**config.mk**
```make
export PLATFORM = sky130hd
export DESIGN_NAME = bcd_scan_counter
export DESIGN_NICKNAME = d
export VERILOG_FILES = /design/src/rtl/bcd_scan_counter.sv
export SDC_FILE = /design/constraint.sdc
export NUM_CORES = 1
export LEC_CHECK = 0
export CAP_MARGIN = 10
export CELL_PAD_IN_SITES_DETAIL_PLACEMENT = 1
export CELL_PAD_IN_SITES_GLOBAL_PLACEMENT = 2
export CORE_ASPECT_RATIO = 0.5
export CORE_UTILIZATION = 39
export CTS_CLUSTER_DIAMETER = 120
export DETAILED_ROUTE_END_ITERATION = 8
export DONT_BUFFER_PORTS = 1
export HOLD_SLACK_MARGIN = 0.02
export PLACE_DENSITY = 0.8
export SLEW_MARGIN = 10
export SYNTH_ARGS = -nofsm -noshare
export SYNTH_HDL_FRONTEND = slang
export SYNTH_SLANG_ARGS = --single-unit
```
**constraint.sdc**
```tcl
create_clock -name clk -period 2.65 [get_ports clk]
set_input_delay 0.795 -clock clk [delete_from_list [all_inputs] [get_ports clk]]
set_output_delay 0.795 -clock clk [all_outputs]
set_load 0.01 [all_outputs]
```
**src/rtl/bcd_scan_counter.sv**
```systemverilog
// Multi-digit BCD up/down counter with a valid/ready digit-serial scan port.
// Define BCD_SCAN_MSD_FIRST_EN to scan most-significant digit first (default LSD first).

module bcd_scan_digit (
  input  logic [3:0] d,
  input  logic       ld,
  input  logic [3:0] ld_val,
  input  logic       step,
  input  logic       up,
  output logic [3:0] nxt,
  output logic       bad,
  output logic       term
);
  assign bad  = ld_val > 4'd9;
  // term: this digit rolls over if stepped, so it propagates carry/borrow upward
  assign term = up ? (d == 4'd9) : (d == 4'd0);

  always_comb begin
    nxt = d;
    if (ld)        nxt = bad ? 4'd0 : ld_val;
    else if (step) nxt = up ? (term ? 4'd0 : d + 4'd1) : (term ? 4'd9 : d - 4'd1);
  end
endmodule

module bcd_scan_counter #(
  parameter int DIGITS = 4
) (
  input  logic                  clk,
  input  logic                  rst_n,
  input  logic                  en,
  input  logic                  up,
  input  logic                  load,
  input  logic [4*DIGITS-1:0]   load_val,
  output logic [4*DIGITS-1:0]   count,
  output logic                  wrap,
  output logic                  load_err,
  output logic                  dig_valid,
  input  logic                  dig_ready,
  output logic [3:0]            dig_bcd,
  output logic [2:0]            dig_idx,
  output logic                  frame_sof
);
  localparam int IW = (DIGITS > 1) ? $clog2(DIGITS) : 1;
`ifdef BCD_SCAN_MSD_FIRST_EN
  localparam logic [2:0] FIRST = 3'(DIGITS-1);
  localparam logic [2:0] LAST  = 3'd0;
`else
  localparam logic [2:0] FIRST = 3'd0;
  localparam logic [2:0] LAST  = 3'(DIGITS-1);
`endif

  typedef enum logic {SNAP, SEND} state_t;

  logic [DIGITS-1:0][3:0] cnt_q, cnt_d, shadow_q;
  logic [DIGITS-1:0]      bad, term;
  logic [DIGITS:0]        carry;
  logic                   wrap_q, load_err_q;
  state_t                 state_q, state_d;
  logic [2:0]             idx_q;

  assign carry[0] = 1'b1;

  for (genvar i = 0; i < DIGITS; i++) begin : g_dig
    bcd_scan_digit u_dig (
      .d      (cnt_q[i]),
      .ld     (load),
      .ld_val (load_val[4*i +: 4]),
      .step   (en & carry[i]),
      .up     (up),
      .nxt    (cnt_d[i]),
      .bad    (bad[i]),
      .term   (term[i])
    );
    assign carry[i+1] = carry[i] & term[i];
  end

  always_ff @(posedge clk or negedge rst_n) begin
    if (!rst_n) begin
      cnt_q      <= '0;
      wrap_q     <= 1'b0;
      load_err_q <= 1'b0;
    end else begin
      cnt_q      <= cnt_d;
      wrap_q     <= ~load & en & carry[DIGITS];
      load_err_q <= load & (|bad);
    end
  end

  assign count    = cnt_q;
  assign wrap     = wrap_q;
  assign load_err = load_err_q;

  // Shadow is only written in SNAP, so the frame in flight never sees counter changes.
  always_ff @(posedge clk or negedge rst_n) begin
    if (!rst_n) begin
      state_q  <= SNAP;
      shadow_q <= '0;
      idx_q    <= '0;
    end else begin
      state_q <= state_d;
      if (state_q == SNAP) begin
        shadow_q <= cnt_q;
        idx_q    <= FIRST;
      end else if (dig_ready && idx_q != LAST) begin
`ifdef BCD_SCAN_MSD_FIRST_EN
        idx_q <= idx_q - 3'd1;
`else
        idx_q <= idx_q + 3'd1;
`endif
      end
    end
  end

  always_comb begin
    state_d   = state_q;
    dig_valid = 1'b0;
    frame_sof = 1'b0;
    dig_bcd   = shadow_q[idx_q[IW-1:0]];
    dig_idx   = idx_q;
    case (state_q)
      SNAP: state_d = SEND;
      SEND: begin
        dig_valid = 1'b1;
        frame_sof = (idx_q == FIRST);
        if (dig_ready && idx_q == LAST) state_d = SNAP;
      end
      default: state_d = SNAP;
    endcase
  end
endmodule

```
-- Word-level counts from Yosys, hierarchy flattened
Index checks and enable logic that the tools add are counted.
- add/subtract/negate cells: 9
- magnitude comparators: 5
- equal/unequal tests: 7
- mux-type cells: 36
- bitwise operators: 11
- reduce and logical (&&, ||, !) cells: 12
- operators with widths (operator ; number):
    4-bit 2-to-1 mux ; 25
    4-bit by 1-bit adder with 4-bit output (second input constant) ; 4
    4-bit == test (second input constant) ; 4
    4-bit > comparator (second input constant) ; 4
    4-bit logical NOT ; 4
    4-bit by 1-bit subtractor with 4-bit output (second input constant) ; 4
    1-bit AND ; 9
    4-bit binary-select mux with 2-bit select ; 1
    2-bit nonzero test ; 4
    1-bit 2-to-1 mux ; 7
    3-bit 2-to-1 mux ; 2
    4-bit OR reduction ; 1
    3-bit by 1-bit adder with 3-bit output (second input constant) ; 1
    3-bit by 2-bit == test with 1-bit output (second input constant) ; 1
    3-bit logical NOT ; 1
    2-bit by 3-bit less-than comparator with 1-bit output (second input constant) ; 1
    3-bit by 2-bit != test with 1-bit output (second input constant) ; 1
    1-bit logical AND ; 2
    2-bit by 1-bit != test with 1-bit output (second input constant) ; 1
    1-bit NOT ; 2
    1-bit case mux with 2 select lines ; 1
- bits in registers: 38
- input bits: 22
- output and inout bits: 27
- logic and storage cells: 92

-- Longest topological paths before layout
Gate-level depths: netlist (run 1).
- depth in word-level cells: 7
- gate-level depth with buffers: 7

-- By module
A second synthesis (run 1) with hierarchy kept.
- cells, all modules: 277
- area total of the unflattened synthesis: 2755.1 um^2
- modules (own cells, without submodules) (module ; times used ; cells each ; area each (um^2)):
    bcd_scan_counter ; 1 ; 81 ; 1393.8
    bcd_scan_digit ; 4 ; 49 ; 340.3

-- Worst setup path after synthesis (run 1)
Ideal clock, no wire load.
- path type: input port to flip-flop
- from: input port up
- to: register cnt_q (netlist bit count[8])
- setup time: 0.125 ns
- arrival: 2.034 ns
- data required time: 2.525 ns
- path slack: 0.492 ns
- stages on the path: 5
- cells stage by stage: buf_2 -> and4b_1 -> or2_4 -> a21oi_1 -> mux2_2
- cells in the longest elaborated chain, start to end: 5
- elaborated cells on any way between the ends: 11
- those cells by class: mux (8); bitwise (2); reduce/logical (1)
- RTL lines (what ; line ; source):
    start: declaration ; 31 ; input logic up,
    1-bit 2-to-1 mux ; 16 ; assign term = up ? (d == 4'd9) : (d == 4'd0);
    4-bit 2-to-1 mux (3 in series) ; 21 ; else if (step) nxt = up ? (term ? 4'd0 : d + 4'd1) : (term ? 4'd9 : d - 4'd1);
    4-bit 2-to-1 mux ; 20 ; if (ld) nxt = bad ? 4'd0 : ld_val;
    end signal: assignment ; 83 ; cnt_q <= cnt_d;
    end: declaration ; 54 ; logic [DIGITS-1:0][3:0] cnt_q, cnt_d, shadow_q;
Several ways; a longest one is shown, not always the timed one. The select of a mux whose other input is x is not followed.
A chain may end at the register's enable or synchronous reset.

-- Final worst setup path (run 1)
- from: register cnt_q (netlist bit count[4])
- to: register cnt_q (netlist bit count[8])
- cells in the longest elaborated chain, start to end: 5
- elaborated cells on any way between the ends: 6
- those cells by class: eq/ne (1); mux (1); bitwise (2); reduce/logical (2)
- RTL lines (what ; line ; source):
    4-bit == test or 4-bit logical NOT (tied branches) ; 16 ;
    1-bit 2-to-1 mux (*) ; 16 ;
    1-bit AND (*) ; 74 ; assign carry[i+1] = carry[i] & term[i];
    1-bit AND (*) ; 68 ; .step (en & carry[i]),
    2-bit nonzero test (no source line) (*) ; - ;
Every way passes the cells marked *; elsewhere a longest branch is shown, timed or not.

==> metrics.cfg, run 1 <==
[run_status]
status = finished clean

[placement]
place_congestion = 0.777
port_buffers = 0
dp_hpwl_um = 5230

[synthesis]
synth_warnings = 0
muxShareOfSynthArea_pct = 9.41
synthTopCellsByArea = dfrtp_1 37%, ha_1 7.4%, o21ai_0 4.9%, mux2_2 3.5%, mux4_2 3.5%
seq_area_frac_synth_pct = 37.3
synth-simple-area-share_pct = 17.5
synth-compound-area-share_pct = 20.3
synth_seq_cells = 38
synth.avg_cell_area_um2 = 9.49
async_reset_ff_share_pct = 100
syn_inst = 269
yosysTopAreaCell = dfrtp_1
synth_top_family_by_area = compound AO/OA/AOI/OAI gates
synth_area_um2 = 2550
synth_top_cell_area_share_pct = 37.3
ys_types = 57
synthXorXnorAreaFrac_pct = 2.75
synth.net_count = 306
synthFlopType = dfrtp_1
synth_edf_count = 0
synthAdderAreaFrac_pct = 7.35

[cts]
cts_buffers = 5
worstSkewPairLatency_ns = 0.29
cts_tree = done
cts.path.max_buffers = 2
root_buffer = clkbuf_16
htree_levels = 2
cts_setup_buffers = 0
path_clk_slew_ns = 0.06
cts.repair.resized = 0
cts.sinks = 38
postCtsHoldBufs = 0

[finish]
areaGrowthSynthToFinish_pct = 10.3
fill_cells = 697
final_common_cell = dfrtp_1
diodes = 0
drive_above_1_share_pct = 12.1
nets = 300
layout_common_cells = 38 x dfrtp_1, 25 x o21ai_0, 23 x nand2_1, 19 x inv_1, 16 x a21oi_1

[sta]
worst_pin_slew_ns = 0.544
fin_crit_sh_pct = 87.0
skew_ns = 0.00538
finalSetupTns_ns = 0
finalHoldViolations = 0
whs_ns = 0.194
max_slew_margin_pct = 63.4
final.min_clock_period_ns = 2.30
rsz0062_at_grt = false
setup_viol = 0
slew_violations = 0
fmax_mhz = 434

[die]
pin_count = 49
die_area_um2 = 6890
die_w_um = 116
chipHeight_um = 59.2
start_util_pct = 41.3
rows = 20
core_um2 = 6180

[setup_path]
r2r-start = count[4]
slowest_stage = dfrtp_1
crit_fanout = 10
critPathKind = register to register
cpLargestDelayFamily = flip-flops
path_cells = inv_1 > ha_1 > nor4b_1 > or2_4 > a21oi_1 > mux2_2
cpPeakStageDelay_ns = 0.58
start_kind = register
cp-end-kind = register
reg2reg_to = count[8]
regToRegSetupSlack_ns = 0.35
critPathBufInv = 1
worstRegToRegCells = 6
critPathArrivalTime_ns = 2.48
required_ns = 2.82

[global_routing]
grt_pass1_wl_um = 11700
grt_max_degree = 39
antenna_found_initial = 0
grt_usage_pct = 23.3
overflow = 0
grt_pass1_vias = 2182

[routing]
vias_per_cell = 5.86
firstDrtPassIters = 4
dr_wl_met3_um = 403
drt-wirelength-per-cell_um = 20.1
num_vias = 2063
route.detailed.drc = 0
met1_length_um = 3550
drt_iter0_drc = 109
wl_met2_um = 3050
finalWirelength_um = 7070
highest_layer = met4
drt.antenna.violating_nets = 0

[pwr]
clkPwrFrac_pct = 30.1
power.density_nw_per_um2 = 960
pwr-share-comb_pct = 30.0
p_sw_share_pct = 36.0
internal_power_mw = 1.73
leakage_nw = 1.22
p_sw_uw = 973
vdd_drop_max_mv = 0.382
seqPwrFrac_pct = 39.9

[worst_hold_path]
hold_path.class = input port to asynchronous set/reset pin

[run]
maxCapViolCount = 0

==> flip-flops by register name, indices dropped and copies added (netlist names) <==
name,count
shadow_q,16
state_q,1
wrap,1
dig_idx,3
count,16
load_err,1
==> layer usage <==
metal / track usage (%) / vias to the layer above
met4: 5.49 / 0
met1: 33.6 / 1030
li1: - / 973
met3: 6.54 / 8
met5: 0 / -
met2: 34.4 / 52
==> worst max-delay path by stage <==
stage                     slack (ns)  startpoint    endpoint  depth (start not counted)
after floorplan                 0.49          up    count[8]                          5
after global placement          0.47    count[4]    count[8]                          6
after detailed placement        0.37    count[0]    count[8]                          6
after CTS                       0.34  dig_idx[0]  dig_bcd[0]                          1
after global routing            0.18    count[0]    count[8]                          6
final                           0.35    count[4]    count[8]                          6
==> synthesized netlist by cell type (all sizes together), types with 2 or more instances <==
master   n
xor2     4
ha      15
nor3b    5
a221oi   2
nor3     2
nand4b   3
and4b    2
o32ai    2
and2     2
inv     19
o21a     4
o41ai    2
nor4b    2
nand2   23
and3     2
clkbuf  11
buf      5
o21bai   2
mux2     8
nor4     2
nand3b   6
or4      2
mux2i    6
o21ai   26
o31a     2
nand2b   3
o31ai    4
or3b     2
mux4     4
a41oi    2
a21oi   16
or3      3
nor2b    3
nor2     6
nand3    5
a31oi    6
dfrtp   38
or2      2
xnor2    4
==> stage by stage <==
step	total power [mW]	cells	worst slack (ns)	util (%)	instance area, um2
after floorplan	1.66	269	0.492	-	2550
after global placement	1.87	344	0.467	42.3	2620
after detailed placement	1.91	344	0.374	42.3	2620
after CTS	2.73	352	0.342	45.6	2820
after global routing	2.91	352	0.183	45.6	2820
final	2.70	352	0.345	45.6	2820
==> cells by family (layout without fill, tap and decap cells) <==
| group | count (synthesis) | count (layout) |
|---|---|---|
| adder cells (fa/ha/maj) | 15 | 15 |
| flip-flops | 38 | 38 |
| multiplexers | 18 | 18 |
| AND/OR/NAND/NOR | 76 | 76 |
| buffers and inverters | 35 | 30 |
| XOR/XNOR | 8 | 8 |
| AO/OA/AOI/OAI | 79 | 79 |
==> final cells by class <==
cell class / instances / area, um2 / area share, %
clock buffer: 6 / 139 / 4.93
clock inverter: 2 / 60.1 / 2.13
inverter: 19 / 71.3 / 2.53
multi-input combinational: 196 / 1460 / 51.9
sequential: 38 / 951 / 33.8
tap: 88 / 110 / 3.91
timing repair buffer: 3 / 22.5 / 0.800
==> power groups by stage <==
| stage | Sequential, mW | Clock [mW] | Combinational, mW |
|---|---|---|---|
| after floorplan | 0.947 | 0 | 0.716 |
| after global placement | 1.08 | 0 | 0.789 |
| after detailed placement | 1.09 | 0 | 0.817 |
| after CTS | 1.08 | 0.824 | 0.824 |
| after global routing | 1.12 | 0.858 | 0.929 |
| final | 1.08 | 0.814 | 0.811 |
Note: power is estimated with default switching activity, not from simulation.
==> inputs of run 2 (changes only) <==
--- a/config.mk
+++ b/config.mk
@@ -9,6 +9,7 @@
 export CELL_PAD_IN_SITES_DETAIL_PLACEMENT = 1
 export CELL_PAD_IN_SITES_GLOBAL_PLACEMENT = 2
 export CORE_ASPECT_RATIO = 0.5
+export CORE_MARGIN = 4
 export CORE_UTILIZATION = 39
 export CTS_CLUSTER_DIAMETER = 120
 export DETAILED_ROUTE_END_ITERATION = 8
==> run 2 against run 1 <==
Effect of this change: critical endpoint is now count[14]; maximum frequency is 0.77% higher; clock power is 12% lower; die area is 16% higher; combinational power is 0.7% higher; clock skew is 0.0031 ns higher; sequential share of layout area is 0.36 points higher; cell count is 0.28% lower.
==> metrics.cfg, run 2 (synthesized netlist as in run 1, its figures left out) <==
[routing]
num_vias = 2064  ; +0.048%
route.detailed.drc = 0  ; unchanged
firstDrtPassIters = 4  ; unchanged
drt.antenna.violating_nets = 0  ; unchanged
vias_per_cell = 5.88  ; +0.33%
drt-wirelength-per-cell_um = 20.9  ; +4.0%
finalWirelength_um = 7330  ; +3.7%
drt_iter0_drc = 113  ; +3.7%

[sta]
fin_crit_sh_pct = 86.3  ; -0.67 points
slew_violations = 0  ; unchanged
fmax_mhz = 437  ; +0.77%
max_slew_margin_pct = 63.1  ; -0.34 points
whs_ns = 0.192  ; -0.00279 ns
worst_pin_slew_ns = 0.548  ; +0.00395 ns
rsz0062_at_grt = false
final.min_clock_period_ns = 2.29  ; -0.0177 ns
skew_ns = 0.00844  ; +0.00307 ns
fin_ws_ns = 0.363  ; +0.0177 ns
finalHoldViolations = 0  ; unchanged
finalSetupTns_ns = 0  ; unchanged
setup_viol = 0  ; unchanged

[setup_path]
worstRegToRegCells = 6  ; unchanged
start_kind = register
required_ns = 2.83  ; about the same
crit_fanout = 10  ; unchanged
critPathLaunch = count[4]
crit_path_end = count[14]
cp-end-kind = register
reg2reg_to = count[14]
critPathKind = register to register
r2r-start = count[4]
regToRegSetupSlack_ns = 0.36  ; +0.02 ns
critPathArrivalTime_ns = 2.47  ; about the same

[global_routing]
grt_usage_pct = 20.4  ; -2.9 points
antenna_found_initial = 0  ; unchanged
grt_pass1_vias = 2307  ; +5.7%
overflow = 0  ; unchanged
grt_max_degree = 39  ; unchanged
grt_pass1_wl_um = 12300  ; +5.3%

[cts]
path_clk_slew_ns = 0.06  ; about the same
cts.path.max_buffers = 2  ; unchanged
cts_tree = done
worstSkewPairLatency_ns = 0.30  ; about the same
postCtsHoldBufs = 0  ; unchanged
root_buffer = clkbuf_16
cts_setup_buffers = 0  ; unchanged
cts.repair.resized = 0  ; unchanged
cts_buffers = 5  ; unchanged
cts.sinks = 38  ; unchanged
htree_levels = 2  ; unchanged

[run]
maxCapViolCount = 0  ; unchanged

[finish]
final_cells = 351  ; -0.28%
final_common_cell = dfrtp_1
fill_cells = 710  ; +1.9%
diodes = 0  ; unchanged
nets = 300  ; unchanged
seq_area_um2 = 951  ; unchanged
drive_above_1_share_pct = 11.8  ; -0.33 points
multi_input_comb_area_um2 = 1460  ; unchanged
areaGrowthSynthToFinish_pct = 9.17
layout_common_cells = 38 x dfrtp_1, 25 x o21ai_0, 23 x nand2_1, 19 x inv_1, 16 x a21oi_1
finalCoreUtilization_pct = 44.9  ; -0.67 points

[placement]
dp.cells = 344  ; unchanged
port_buffers = 0  ; unchanged
dp_hpwl_um = 5370  ; +2.6%
post-place-ws_ns = 0.386  ; +0.0123 ns
place_congestion = 0.817  ; +5.1%

[die]
die_area_um2 = 7980  ; +16%
die_w_um = 122  ; +5.2%
core_um2 = 6210  ; +0.40%
chipHeight_um = 65.2  ; +10%
start_util_pct = 41.1  ; -0.17 points
rows = 20  ; unchanged
pin_count = 49  ; unchanged

[pwr]
leakage_nw = 1.21  ; -1.2%
vdd_drop_max_mv = 0.254  ; -33%
power.density_nw_per_um2 = 939  ; -2.2%

[worst_hold_path]
hold_path.class = input port to asynchronous set/reset pin

[run_status]
status = finished clean

-- run 2: cell types whose count changed in the layout (fill, tap and decap cells not counted), sizes merged --
| cell | delta |
|---|---|
| bufinv | -1 |
-- run 2: layout make-up --
cell class                      instances  area share (%)
Inverter                               19            2.56
Multi-Input combinational cell        196            52.5
Sequential cell                        38            34.1
Clock buffer                            6            4.98
Tap cell                               88            3.95
Timing Repair Buffer                    3           0.808
Clock inverter                          1            1.08
-- run 2: per-layer routing --
layer | vias up | track usage (%) | share of wire [%]
li1 | 969 | - | -
met1 | 1037 | 27.3 | 49
met2 | 50 | 31.2 | 43
met3 | 8 | 6.53 | 6.2
met4 | 0 | 7.11 | 1.5
met5 | - | 0 | 0
-- run 2: how the worst min path moves through the flow --
stage | startpoint | endpoint | slack, ns | depth (start not counted)
final | rst_n | state_q | 0.19 | 0
after global routing | rst_n | dig_idx[2] | 0.18 | 0
after CTS | rst_n | count[14] | 0.18 | 0
after detailed placement | shadow_q[8] | shadow_q[8] | 0.48 | 2
after global placement | shadow_q[13] | shadow_q[13] | 0.46 | 2
after floorplan | shadow_q[10] | shadow_q[10] | 0.45 | 2
-- run 2: metrics by stage --
step                total power, mW  cell area (um2)
finish                         2.62             2790
detailed placement             1.92             2620
global route                   2.81             2790
CTS                            2.65             2790
floorplan                      1.66             2550
global placement               1.87             2620
-- run 2: power breakdown --
| part | switching [mW] | leakage [nW] | internal [mW] | total [mW] |
|---|---|---|---|---|
| sequential | 0.321 | 0.477 | 0.761 | 1.08 |
| clock | 0.251 | 0.0829 | 0.465 | 0.716 |
| combinational | 0.411 | 0.650 | 0.406 | 0.817 |
| total | 0.984 | 1.21 | 1.63 | 2.62 |
-- run 2: critical path, stage by stage (launching register included) --
cell,delay [ns]
dfrtp_1,0.58
inv_1,0.14
ha_1,0.27
nor4b_1,0.18
or2_4,0.30
a31oi_2,0.33
mux2_2,0.38
==> inputs of run 3 (changes only) <==
--- a/config.mk
+++ b/config.mk
@@ -5,17 +5,20 @@
 export SDC_FILE = /design/constraint.sdc
 export NUM_CORES = 1
 export LEC_CHECK = 0
+export ABC_AREA = 1
 export CAP_MARGIN = 10
 export CELL_PAD_IN_SITES_DETAIL_PLACEMENT = 1
 export CELL_PAD_IN_SITES_GLOBAL_PLACEMENT = 2
 export CORE_ASPECT_RATIO = 0.5
 export CORE_MARGIN = 4
-export CORE_UTILIZATION = 39
+export CORE_UTILIZATION = 36
 export CTS_CLUSTER_DIAMETER = 120
 export DETAILED_ROUTE_END_ITERATION = 8
 export DONT_BUFFER_PORTS = 1
+export GPL_ROUTABILITY_DRIVEN = 0
 export HOLD_SLACK_MARGIN = 0.02
 export PLACE_DENSITY = 0.8
+export SETUP_SLACK_MARGIN = 0.5
 export SLEW_MARGIN = 10
 export SYNTH_ARGS = -nofsm -noshare
 export SYNTH_HDL_FRONTEND = slang
==> run 3 against run 2 <==
Effect of this change: maximum frequency grew 6.5%; sequential share of layout area grew 0.81 points; die area grew 5.2%; clock-buffer cell count grew 1; global-route usage shrank 1.9 points; worst setup slack gained 0.14 ns; utilization shrank 4.2 points; synthesized cell count grew 23%; highest routed layer unchanged.
==> metrics.cfg, run 3 <==
[setup_path]
r2r-start = count[5]
required_ns = 1.86  ; -0.97 ns
slowest_stage = dfrtp_2
reg2reg_to = count[8]
cpLargestDelayFamily = flip-flops
cp-end-kind = primary output
critPathKind = register to primary output
critPathBufInv = 1  ; unchanged
start_kind = register
cpPeakStageDelay_ns = 0.47  ; -0.11 ns
worstRegToRegCells = 10  ; +4
crit_fanout = 7  ; -3
path_cells = dlymetal6s2s_1 > o21ai_0 > o22ai_2
regToRegSetupSlack_ns = 0.76  ; +0.40 ns
critPathArrivalTime_ns = 1.35  ; -1.12 ns

[global_routing]
grt_max_degree = 39  ; unchanged
grt_pass1_vias = 2423  ; +5.0%
grt_pass1_wl_um = 12200  ; -1.4%
antenna_found_initial = 0  ; unchanged
met1_usage_pct = 24.9  ; -2.4 points
grtUsageMet3_pct = 4.72  ; -1.8 points
grt_usage_pct = 18.5  ; -1.9 points
gr-usage-met2_pct = 29.5  ; -1.7 points
grt_busiest_layer = met2
overflow = 0  ; unchanged

[synthesis]
synthTopCellsByArea = dfrtp_1 38%, nand2_1 11%, o21ai_0 9.2%, ha_1 7.5%, nand3_1 5.8%
synthFlopType = dfrtp_1
yosysTopAreaCell = dfrtp_1
ys_types = 33  ; -42%
synth_area_um2 = 2490  ; -2.4%
synth_edf_count = 0  ; unchanged
syn_inst = 330  ; +23%
async_reset_ff_share_pct = 100  ; unchanged
synth_top_cell_area_share_pct = 38.2  ; +0.92 points
synth.net_count = 367  ; +20%
seq_area_frac_synth_pct = 38.2  ; +0.92 points
synth.avg_cell_area_um2 = 7.55  ; -20%
synth.most_common_cell = nand2_1
synth_common_cells = 73 x nand2_1, 46 x o21ai_0, 38 x dfrtp_1
synth_warnings = 0  ; unchanged
synth_seq_cells = 38  ; unchanged

[sta]
setup_viol = 0  ; unchanged
finalSetupTns_ns = 0  ; unchanged
finalHoldViolations = 0  ; unchanged
final.min_clock_period_ns = 2.15  ; -0.139 ns
slew_violations = 0  ; unchanged
fmax_mhz = 466  ; +6.5%
skew_ns = 0.00584  ; -0.00260 ns
fin_ws_ns = 0.502  ; +0.139 ns
max_slew_margin_pct = 59.3  ; -3.8 points
fin_crit_sh_pct = 81.1  ; -5.2 points
worst_pin_slew_ns = 0.604  ; +0.0557 ns
whs_ns = 0.201  ; +0.00903 ns
rsz0062_at_grt = false

[finish]
finalCoreUtilization_pct = 40.7  ; -4.2 points
final_common_cell = nand2_1
areaGrowthSynthToFinish_pct = 9.54
finalInstanceArea_um2 = 2730  ; -2.1%
diodes = 0  ; unchanged
final_cells = 422  ; +20%
nets = 366  ; +22%
layout_common_cells = 73 x nand2_1, 46 x o21ai_0, 36 x dfrtp_1, 31 x nor2_1, 29 x nand3_1
drive_above_1_share_pct = 9.70  ; -2.1 points

[pwr]
internal_power_mw = 1.51  ; -7.5%
clkPwrFrac_pct = 23.2  ; -4.2 points
p_total_mw = 2.64  ; +0.99%
seqPwrFrac_pct = 40.1  ; -1.3 points
power.density_nw_per_um2 = 968  ; +3.1%
vdd_drop_max_mv = 0.250  ; -1.7%
leakage_nw = 1.31  ; +7.9%
p_sw_share_pct = 42.9  ; +5.3 points
p_sw_mw = 1.13  ; +15%
pwr-share-comb_pct = 36.8  ; +5.6 points

[die]
start_util_pct = 37.2  ; -3.9 points
rows = 21  ; +5.0%
pin_count = 49  ; unchanged
chipHeight_um = 66.8  ; +2.5%
die_w_um = 126  ; +2.6%
core_um2 = 6700  ; +8.0%
die_area_um2 = 8400  ; +5.2%

[cts]
root_buffer = clkbuf_16
worstSkewPairLatency_ns = 0.28  ; -0.02 ns
cts.sinks = 38  ; unchanged
path_clk_slew_ns = 0.06  ; about the same
cts_tree = done
postCtsHoldBufs = 0  ; unchanged
cts.path.max_buffers = 2  ; unchanged
htree_levels = 2  ; unchanged
cts_buffers = 5  ; unchanged

[routing]
vias_per_cell = 5.34  ; -9.1%
firstDrtPassIters = 4  ; unchanged
drt_iter0_drc = 106  ; -6.2%
route.detailed.drc = 0  ; unchanged
drt-wirelength-per-cell_um = 17.2  ; -18%
drt.antenna.violating_nets = 0  ; unchanged
finalWirelength_um = 7240  ; -1.2%
num_vias = 2255  ; +9.3%

[worst_hold_path]
hold_path.class = input port to asynchronous set/reset pin

[placement]
port_buffers = 0  ; unchanged
dp_hpwl_um = 5530  ; +3.0%
post-place-ws_ns = 0.531  ; +0.145 ns
dpl_cell_area_um2 = 2550  ; -2.4%
dp.cells = 412  ; +20%

[run_status]
status = finished clean

[run]
maxCapViolCount = 0  ; unchanged

==> run 3: power by group through the flow <==
stage / Clock (mW) / Sequential (mW) / Combinational, mW
floorplan: 0 / 0.968 / 0.753
global placement: 0 / 1.07 / 0.872
detailed placement: 0 / 1.08 / 0.926
CTS: 0.626 / 1.07 / 0.934
global route: 0.649 / 1.09 / 1.13
finish: 0.612 / 1.06 / 0.972
==> run 3: worst max-delay path by stage <==
| stage | startpoint | to | slack (ns) | depth (start not counted) |
|---|---|---|---|---|
| 4_1_cts | dig_idx[1] | frame_sof | 0.52 | 4 |
| 2_1_floorplan | state_q | frame_sof | 0.68 | 4 |
| 3_5_place_dp | dig_idx[0] | frame_sof | 0.53 | 4 |
| 6_report | dig_idx[0] | dig_bcd[3] | 0.50 | 3 |
| 5_1_grt | dig_idx[0] | dig_bcd[3] | 0.44 | 3 |
| 3_3_place_gp | dig_idx[0] | frame_sof | 0.64 | 4 |
==> run 3: layout make-up <==
cell class	instances	area, um2
clock buffers	7	143
fillers	848	3970
clock inverters	1	5.00
well taps	92	115
inverters	32	121
multi-input cells	249	1370
repair buffers	3	25.0
flip-flops and latches	38	953
==> run 3: timing repair <==
item,in CTS,in global routing
pin swaps,0,0
resized for setup,2,3
buffers inserted,0,2
setup endpoints to repair,5,5
==> run 3: cell families (layout without fill, tap and decap cells) <==
family          after synthesis  in the layout  synth area share [%]
simple gates                152            152                  27.5
compound gates               71             71                  15.6
buf+inv                      43             43                  7.23
flops                        38             38                  38.2
fa+ha+maj                    15             15                  7.53
xor+xnor                     10             10                  3.52
mux                           1              1                 0.452
==> run 3: routing by layer <==
layer / vias up / routed length, um
li1: 1095 / -
met1: 1112 / 3530
met2: 39 / 3260
met3: 9 / 371
met4: 0 / 79
met5: - / 0
